$ cat config.mk
export PLATFORM = sky130hd
export DESIGN_NAME = rom_fetch_seq
export DESIGN_NICKNAME = d
export VERILOG_FILES = /design/src/rtl/rom_seq_pkg.sv /design/src/rtl/rom_bit_timer.sv /design/src/rtl/rom_fetch_seq.sv
export SDC_FILE = /design/constraint.sdc
export NUM_CORES = 1
export LEC_CHECK = 0
export BUFFER_PORTS_ARGS = -buffer_cell sky130_fd_sc_hd__buf_2
export CAP_MARGIN = 10
export CORE_MARGIN = 2
export CORE_UTILIZATION = 31
export DETAILED_ROUTE_END_ITERATION = 6
export PLACE_DENSITY_LB_ADDON = 0.08
export SLEW_MARGIN = 20
export SYNTH_ARGS = -nofsm -noshare
export SYNTH_HDL_FRONTEND = slang
export SYNTH_SLANG_ARGS = --single-unit
$ cat constraint.sdc
create_clock -name cph1 -period 3.39 [get_ports cph1]
set_input_delay 0.8475 -clock cph1 [delete_from_list [all_inputs] [get_ports cph1]]
set_output_delay 0.8475 -clock cph1 [all_outputs]
set_load 0.1 [all_outputs]
$ cat src/rtl/rom_seq_pkg.sv
// Shared constants and types for the serial quad-ROM fetch sequencer.
// All bit-time positions are relative to the 56-bit word cycle.
package rom_seq_pkg;

  localparam int unsigned WORD_LEN   = 56;
  localparam int unsigned ADR_W      = 8;
  localparam int unsigned INST_W     = 10;
  localparam int unsigned BIT_W      = 6;
  localparam int unsigned ADR_START  = 19;
  localparam int unsigned ADR_END    = 26;
  localparam int unsigned INST_START = 45;
  localparam int unsigned INST_END   = 54;
  localparam int unsigned EOW        = WORD_LEN - 1;

  typedef logic [ADR_W-1:0]  rom_adr_t;
  typedef logic [INST_W-1:0] rom_inst_t;
  typedef logic [BIT_W-1:0]  bit_time_t;

  // Source of the next program counter, chosen once per word.
  typedef enum logic [1:0] {
    NXT_HOLD,
    NXT_RET,
    NXT_BRANCH,
    NXT_INC
  } nxt_src_e;

  // Priority: halted, then return, then branch/call, then sequential.
  function automatic nxt_src_e resolve_src(input logic run,
                                           input logic br_ret,
                                           input logic br_valid);
    nxt_src_e src;
    if (!run) begin
      src = NXT_HOLD;
    end else if (br_ret) begin
      src = NXT_RET;
    end else if (br_valid) begin
      src = NXT_BRANCH;
    end else begin
      src = NXT_INC;
    end
    return src;
  endfunction

endpackage

$ cat src/rtl/rom_bit_timer.sv
// Word timing for the ROM bus: free-running bit counter, registered sync,
// and decoded strobes used by the fetch sequencer.
module rom_bit_timer
  import rom_seq_pkg::*;
(
  input  logic      cph1,
  input  logic      pon_n,
  output bit_time_t bit_cnt,
  output logic      sync,
  output logic      is_adr_field,
  output logic      is_inst_field,
  output logic      is_t54,
  output logic      is_eow
);

  // Counter wraps at end of word; sync is low exactly while the count is 0.
  always_ff @(posedge cph1 or negedge pon_n) begin
    if (!pon_n) begin
      bit_cnt <= '0;
      sync    <= 1'b0;
    end else begin
      bit_cnt <= is_eow ? '0 : bit_cnt + bit_time_t'(1);
      sync    <= !is_eow;
    end
  end

  // is_adr_field leads the address field by one bit-time, so a register
  // loaded under it presents address bits on 19..26.
  always_comb begin
    is_eow        = (bit_cnt == bit_time_t'(EOW));
    is_t54        = (bit_cnt == bit_time_t'(INST_END));
    is_inst_field = (bit_cnt >= bit_time_t'(INST_START)) &&
                    (bit_cnt <= bit_time_t'(INST_END));
    is_adr_field  = (bit_cnt >= bit_time_t'(ADR_START - 1)) &&
                    (bit_cnt <= bit_time_t'(ADR_END - 1));
  end

endmodule

$ cat src/rtl/rom_fetch_seq.sv
// Control-side sequencer for the serial quad-ROM bus: shifts out the PC,
// deserialises the returned instruction and resolves the next address.
module rom_fetch_seq
  import rom_seq_pkg::*;
(
  input  logic              cph1,
  input  logic              pon_n,
  input  logic              run,
  input  logic              br_valid,
  input  logic [ADR_W-1:0]  br_addr,
  input  logic              br_call,
  input  logic              br_ret,
  input  logic              is,
  output logic              sync,
  output logic              ia,
  output logic [BIT_W-1:0]  bit_cnt,
  output logic [INST_W-1:0] inst,
  output logic [ADR_W-1:0]  inst_pc,
  output logic              inst_valid
);

  logic is_adr_field;
  logic is_inst_field;
  logic is_t54;
  logic is_eow;

  rom_adr_t              pc;
  rom_adr_t              ret_r;
  rom_adr_t              pc_nxt;
  rom_adr_t              ret_nxt;
  rom_adr_t              pc_inc;
  nxt_src_e              nxt_src;
  logic [INST_W-2:0]     inst_sr;
  rom_inst_t             inst_asm;
  logic [2:0]            adr_idx;
  logic                  ia_nxt;

  rom_bit_timer u_timer (
    .cph1          (cph1),
    .pon_n         (pon_n),
    .bit_cnt       (bit_cnt),
    .sync          (sync),
    .is_adr_field  (is_adr_field),
    .is_inst_field (is_inst_field),
    .is_t54        (is_t54),
    .is_eow        (is_eow)
  );

  // Next-address resolution; only committed at the end of bit-time 55.
  always_comb begin
    pc_inc  = pc + rom_adr_t'(1);
    pc_nxt  = pc;
    ret_nxt = ret_r;
    nxt_src = resolve_src(run, br_ret, br_valid);
    unique case (nxt_src)
      NXT_HOLD: begin
        pc_nxt = pc;
      end
      NXT_RET: begin
        pc_nxt = ret_r;
      end
      NXT_BRANCH: begin
        pc_nxt = br_addr;
        if (br_call) begin
          ret_nxt = pc_inc;
        end
      end
      NXT_INC: begin
        pc_nxt = pc_inc;
      end
      default: begin
        pc_nxt = pc;
      end
    endcase
  end

  // Serial address bit for the upcoming bit-time, LSB first.
  always_comb begin
    adr_idx = 3'(bit_cnt - bit_time_t'(ADR_START - 1));
    ia_nxt  = is_adr_field ? pc[adr_idx] : 1'b0;
  end

  // Incoming bit lands in the MSB; the earliest bit ends up at bit 0.
  always_comb begin
    inst_asm = {is, inst_sr};
  end

  always_ff @(posedge cph1 or negedge pon_n) begin
    if (!pon_n) begin
      pc    <= '0;
      ret_r <= '0;
    end else if (is_eow) begin
      pc    <= pc_nxt;
      ret_r <= ret_nxt;
    end
  end

  always_ff @(posedge cph1 or negedge pon_n) begin
    if (!pon_n) begin
      ia <= 1'b0;
    end else begin
      ia <= ia_nxt;
    end
  end

  always_ff @(posedge cph1 or negedge pon_n) begin
    if (!pon_n) begin
      inst_sr <= '0;
    end else if (is_inst_field) begin
      inst_sr <= inst_asm[INST_W-1:1];
    end
  end

  // Presentation to the decoder: loaded at end of 54, strobe cleared at end of 55.
  always_ff @(posedge cph1 or negedge pon_n) begin
    if (!pon_n) begin
      inst       <= '0;
      inst_pc    <= '0;
      inst_valid <= 1'b0;
    end else if (is_t54) begin
      inst       <= inst_asm;
      inst_pc    <= pc;
      inst_valid <= run;
    end else if (is_eow) begin
      inst_valid <= 1'b0;
    end
  end

endmodule

==> reports/qor.yml, run 1 <==
maxSlewViolCount: 0
ys_seq_elements: 52
period_needed_ps: 2224
ys_types: 38
antenna_found_initial: 0
drive_gt1_share_pct: 36.90
gp_congestion: 0.7436
regArea_um2: 1301
vias: 1682
grt_pass1_wl_um: 9142
arrival_ps: 1380
crit_type: "reg -> out"
p_int_w: 0.0008157
clk_path_buf_depth: 2
die_w_um: 93.96
crit_buf_inv: 1
synth_top_family_by_area: "multiplexers"
syn-num-nets: 230
drtIter0Drc: 60
startpoint_type: "flip-flop"
drv_cap: 0
yosys_most_used_dff: "dfrtp_1"
nets: 272
start_util_pct: 32.30
synth.area.top_cells: "dfrtp_1, mux2_2, ha_1, nor2_1, xnor2_1"
cts_tree: "yes"
syn_avg_cell_area_um2: 12.00
clk_pin_slew_worst_paths_ps: 100
drc: 0
h-tree-depth: 2
critPathRequiredTime_ps: 2540
tightest_slew_ps: 736.2
path_cells: "buf_2"
grt_max_degree: 35
area_growth_pct: 16.36
postRouteAntennaNets: 0
final_util_pct: 37.58
die_y_um: 93.96
worst_hold_slack_ps: 460.5
fin_setup_tns_ps: 0
cts_resized: 0
final_common_cell: "dfrtp_1"
grt_util_met1_pct: 19.07
antennaDiodeCount: 0
synthXorXnorAreaFrac_pct: 3.142
synthesis.area_um2: 2509
power_leakage_nw: 1.426
wirelength_um: 5385
rsz0062_at_grt: "no"
grt_pass1_vias: 1751
synth-edff-count: 0
cts_sinks: 52
cts_setup_buffers: 0
synth_compound_area_share_pct: 8.878
period_share_pct: 65.60
status: "finished, final reports clean"
r2r_cells: 5
synthArstFlopShare_pct: 100.0
num_io_pins: 42
clk_latency_ps: 310
ys_warn_count: 0
final_cell_mix: "dfrtp_1, buf_2, mux2_2"
coreArea_um2: 7767
max_clock_freq_ghz: 0.4497
grt_overflow: 0
comb_power_share_pct: 7.2
rows: 32
crit_family: "flip-flops"
grt_busiest_layer: "met2"
wl_per_cell_um: 15.21
synth_top_area_cell: "dfrtp_1"
grt.total_usage_pct: 13.58
multi_input_area_um2: 1115
syn_inst: 209
seq_area_frac_synth_pct: 51.87
die_area_um2: 8828
port_buffers: 41
p_sw_share_pct: 26.12
stdcell_count: 354
vias_per_cell: 4.751
cts_hold_buf: 0
grt_use_met2_pct: 21.07
synth_top_area_share_pct: 51.87
slew_headroom_pct: 50.82
finalClockSkew_ps: 10.19
cp_max_fo: 9
pwr-share-clk_pct: 33.5
place_ws_ps: 1066
synth_fa_ha_area_share_pct: 2.993
timing.final.ws_setup_ps: 1166
cts_made_buffers: 5
r2r_slack_ps: 1170
yosys.area_share.simple_pct: 12.62
gr-usage-met3_pct: 3.371
peakVddDrop_uv: 174.7
cts_root_buf: "clkbuf_8"
hold_viol_final: 0
cp-end-kind: "output pin"
setup_viol: 0
dpl.hpwl_um: 3898
synthMuxAreaShare_pct: 16.81
slowest_stage: "dfrtp_1"
power_switching_w: 0.0002884
firstDrtPassIters: 4
hold_path.class: "in -> async"
path_depth: 1
power.density_nw_per_um2: 378.2
power_frac_seq_pct: 59.3
dp_cells: 346
fillCellCount: 805
cpPeakStageDelay_ps: 560
power by group through the flow:
stage	sequential, W	combinational [W]	clock (W)
after floorplan	0.000657	0.0000493	0
after global placement	0.000667	0.0000831	0
after detailed placement	0.000667	0.0000818	0
after CTS	0.000655	0.0000822	0.000388
after global routing	0.000658	0.0000923	0.000418
final	0.000655	0.0000799	0.000370
sequential cells by signal (all words and copies together), names as in the netlist:
signal and flops:
u_timer.bit_cnt 6, ret_r 8, inst_valid 1, ia 1, inst 10, inst_pc 8
inst_sr 9, u_timer.sync 1, pc 8
layout make-up:
type	count	area share, %
Clock buffer	5	2.357
Clock inverter	3	0.7715
Inverter	9	1.157
Multi-Input combinational cell	136	38.19
Sequential cell	52	44.58
Tap cell	102	4.372
Timing Repair Buffer	47	8.573
metrics by stage:
stage	area, um^2	total power [W]
after floorplan	2509	0.0007060
after global placement	2828	0.0007505
after detailed placement	2828	0.0007491
after CTS	2919	0.001125
after global routing	2919	0.001169
final	2919	0.001104
cell families after synthesis:
group | after synthesis
flip-flops | 52
adder cells (fa/ha/maj) | 6
XOR/XNOR | 9
buffers and inverters | 21
multiplexers | 36
AND/OR/NAND/NOR | 53
AO/OA/AOI/OAI | 32
layer usage:
metal	share of wire, %	vias up
met2	44	33
met5	0	-
met1	50	828
met4	1.2	0
li1	-	816
met3	4.5	5
cell usage after synthesis (all sizes together), types with 2 or more instances:
| cell | n |
|---|---|
| mux4 | 2 |
| xnor2 | 6 |
| nor4 | 2 |
| buf | 7 |
| mux2 | 29 |
| a22o | 4 |
| a21oi | 10 |
| xor2 | 3 |
| nor2 | 17 |
| nor3 | 2 |
| nor2b | 4 |
| nand3b | 2 |
| clkbuf | 5 |
| nand2 | 8 |
| and3 | 5 |
| a221o | 3 |
| dfrtp | 52 |
| nand3 | 4 |
| o21ai | 10 |
| and4 | 2 |
| nand4 | 2 |
| mux2i | 5 |
| inv | 9 |
| ha | 6 |
worst paths after layout:
check / to / start
max reg2reg: inst_sr[0] / u_timer.bit_cnt[1]
min in group cph1: inst_pc[6] / inst_pc[6]
max: bit_cnt[1] / u_timer.bit_cnt[1]
min reg2reg: inst_pc[6] / inst_pc[6]
min: ret_r[6] / pon_n
max in group asynchronous: pc[0] / pon_n
No activity file was read; power rests on OpenSTA's default activity.
==> run 2: changes to the inputs <==
==> constraint.sdc (replaced) <==
create_clock -name cph1 -period 2.1 [get_ports cph1]
set_input_delay 0.525 -clock cph1 [delete_from_list [all_inputs] [get_ports cph1]]
set_output_delay 0.525 -clock cph1 [all_outputs]
set_load 0.1 [all_outputs]
==> reports/qor.yml, run 2 (same netlist as run 1, synthesis figures left out) <==
die_area_um2: 8828  # unchanged
maxSlewViolCount: 0  # unchanged
finalClockSkew_ps: 11.65  # +1.463 ps
vias: 1723  # +2.4%
gp_congestion: 0.6988  # -6.0%
final_area_um2: 3029  # +3.8%
largest_reg_flops: 10  # unchanged
cts_sinks: 52  # unchanged
max_clock_freq_ghz: 0.5219
port_buffers: 41  # unchanged
cts_made_buffers: 5  # unchanged
slew_headroom_pct: 66.89  # +16 points
period_share_pct: 91.24
startpoint_type: "flip-flop"
stdcell_count: 363  # +2.5%
clk_latency_ps: 310  # about the same
cts_setup_buffers: 0  # unchanged
drtIter0Drc: 68  # +13%
drc: 0  # unchanged
nets: 281  # +3.3%
tightest_slew_ps: 500.1  # -236.1 ps
coreArea_um2: 7767  # unchanged
fin_setup_tns_ps: 0  # unchanged
power_w: 0.001919  # +74%
status: "finished, final reports clean"
h-tree-depth: 2  # unchanged
cts_tree: "yes"
r2r_slack_ps: 220  # -950 ps
largest_registers: "inst: 10 flops, inst_sr: 9 flops"
power_leakage_nw: 1.479  # +3.7%
drv_cap: 0  # unchanged
clk_pin_slew_worst_paths_ps: 100  # about the same
grt_overflow: 0  # unchanged
start_util_pct: 32.30  # unchanged
largest_register: "inst"
cts_root_buf: "clkbuf_8"
grt_pass1_vias: 1720  # -1.8%
cp-end-kind: "output pin"
post_dp_cell_area_um2: 2918  # +3.2%
antenna_found_initial: 0  # unchanged
rows: 32  # unchanged
num_io_pins: 42  # unchanged
cp_max_fo: 7  # -2
period_needed_ps: 1916
setup_viol: 0  # unchanged
vias_per_cell: 4.747  # -0.10%
cts_hold_buf: 0  # unchanged
arrival_ps: 1390  # about the same
firstDrtPassIters: 4  # unchanged
area_growth_pct: 20.75
wl_per_cell_um: 15.20  # about the same
antennaDiodeCount: 0  # unchanged
grt_max_degree: 53  # +51%
drive_gt1_share_pct: 41.00  # +4.1 points
rsz0062_at_grt: "no"
peakVddDrop_uv: 293.5  # +68%
postRouteAntennaNets: 0  # unchanged
hold_path.class: "in -> async"
wirelength_um: 5519  # +2.5%
die_w_um: 93.96  # unchanged
cts_resized: 0  # unchanged
critPathRequiredTime_ps: 1570  # -970 ps
hold_viol_final: 0  # unchanged
fillCellCount: 769  # -4.5%
dp_cells: 355  # +2.6%
dpl.hpwl_um: 3801  # -2.5%
grt.total_usage_pct: 13.40  # -0.17 points
die_y_um: 93.96  # unchanged
final_common_cell: "dfrtp_1"
final_cell_mix: "dfrtp_1, buf_2, mux2_2"
grt_pass1_wl_um: 8963  # -2.0%
power.density_nw_per_um2: 633.6  # +68%
clk_path_buf_depth: 2  # unchanged
crit_type: "reg -> out"
## run 2: path summary, 6_finish.rpt
path	start	endpoint	depth (start not counted)
min reg2reg	inst[5]	inst[5]	1
max reg2reg	u_timer.bit_cnt[1]	inst_sr[5]	7
max	u_timer.bit_cnt[0]	bit_cnt[0]	2
min in group cph1	is	inst_sr[8]	2
min	pon_n	inst_pc[5]	2
max in group asynchronous	pon_n	u_timer.bit_cnt[1]	2
## run 2: per-stage QoR
stage	setup slack, ps	utilization [%]	hold WS [ps]
floorplan	6.040	-	229.4
global placement	231.3	37.56	487.5
detailed placement	197.5	37.56	490.9
CTS	165.6	39.00	201.8
global route	71.28	39.00	204.5
finish	184.0	39.00	190.8
## run 2: power by group
group	internal, W	switching, W
logic	0.0000727	0.0000823
clock network	0.000361	0.000352
registers	0.00102	0.0000315
## run 2: worst max-delay path, stage by stage (launching register included)
cell and delay [ps]:
dfrtp_4 480, buf_4 160, buf_2 430
## run 2: final cells by class
| type | count | area [um^2] | share of cell area (%) |
|---|---|---|---|
| Sequential cell | 52 | 1311 | 43.29 |
| Timing Repair Buffer | 56 | 330.3 | 10.90 |
| Multi-Input combinational cell | 136 | 1115 | 36.80 |
| Tap cell | 102 | 127.6 | 4.213 |
| Clock inverter | 2 | 38.79 | 1.280 |
| Inverter | 9 | 33.78 | 1.115 |
| Clock buffer | 6 | 72.57 | 2.396 |
## run 2: routing by layer
layer	share of wire, %	up-vias	GRT usage [%]
met2	45	36	20.77
met1	50	842	18.82
li1	-	839	-
met5	0	-	0
met3	3.8	6	2.889
met4	1.4	0	3.986
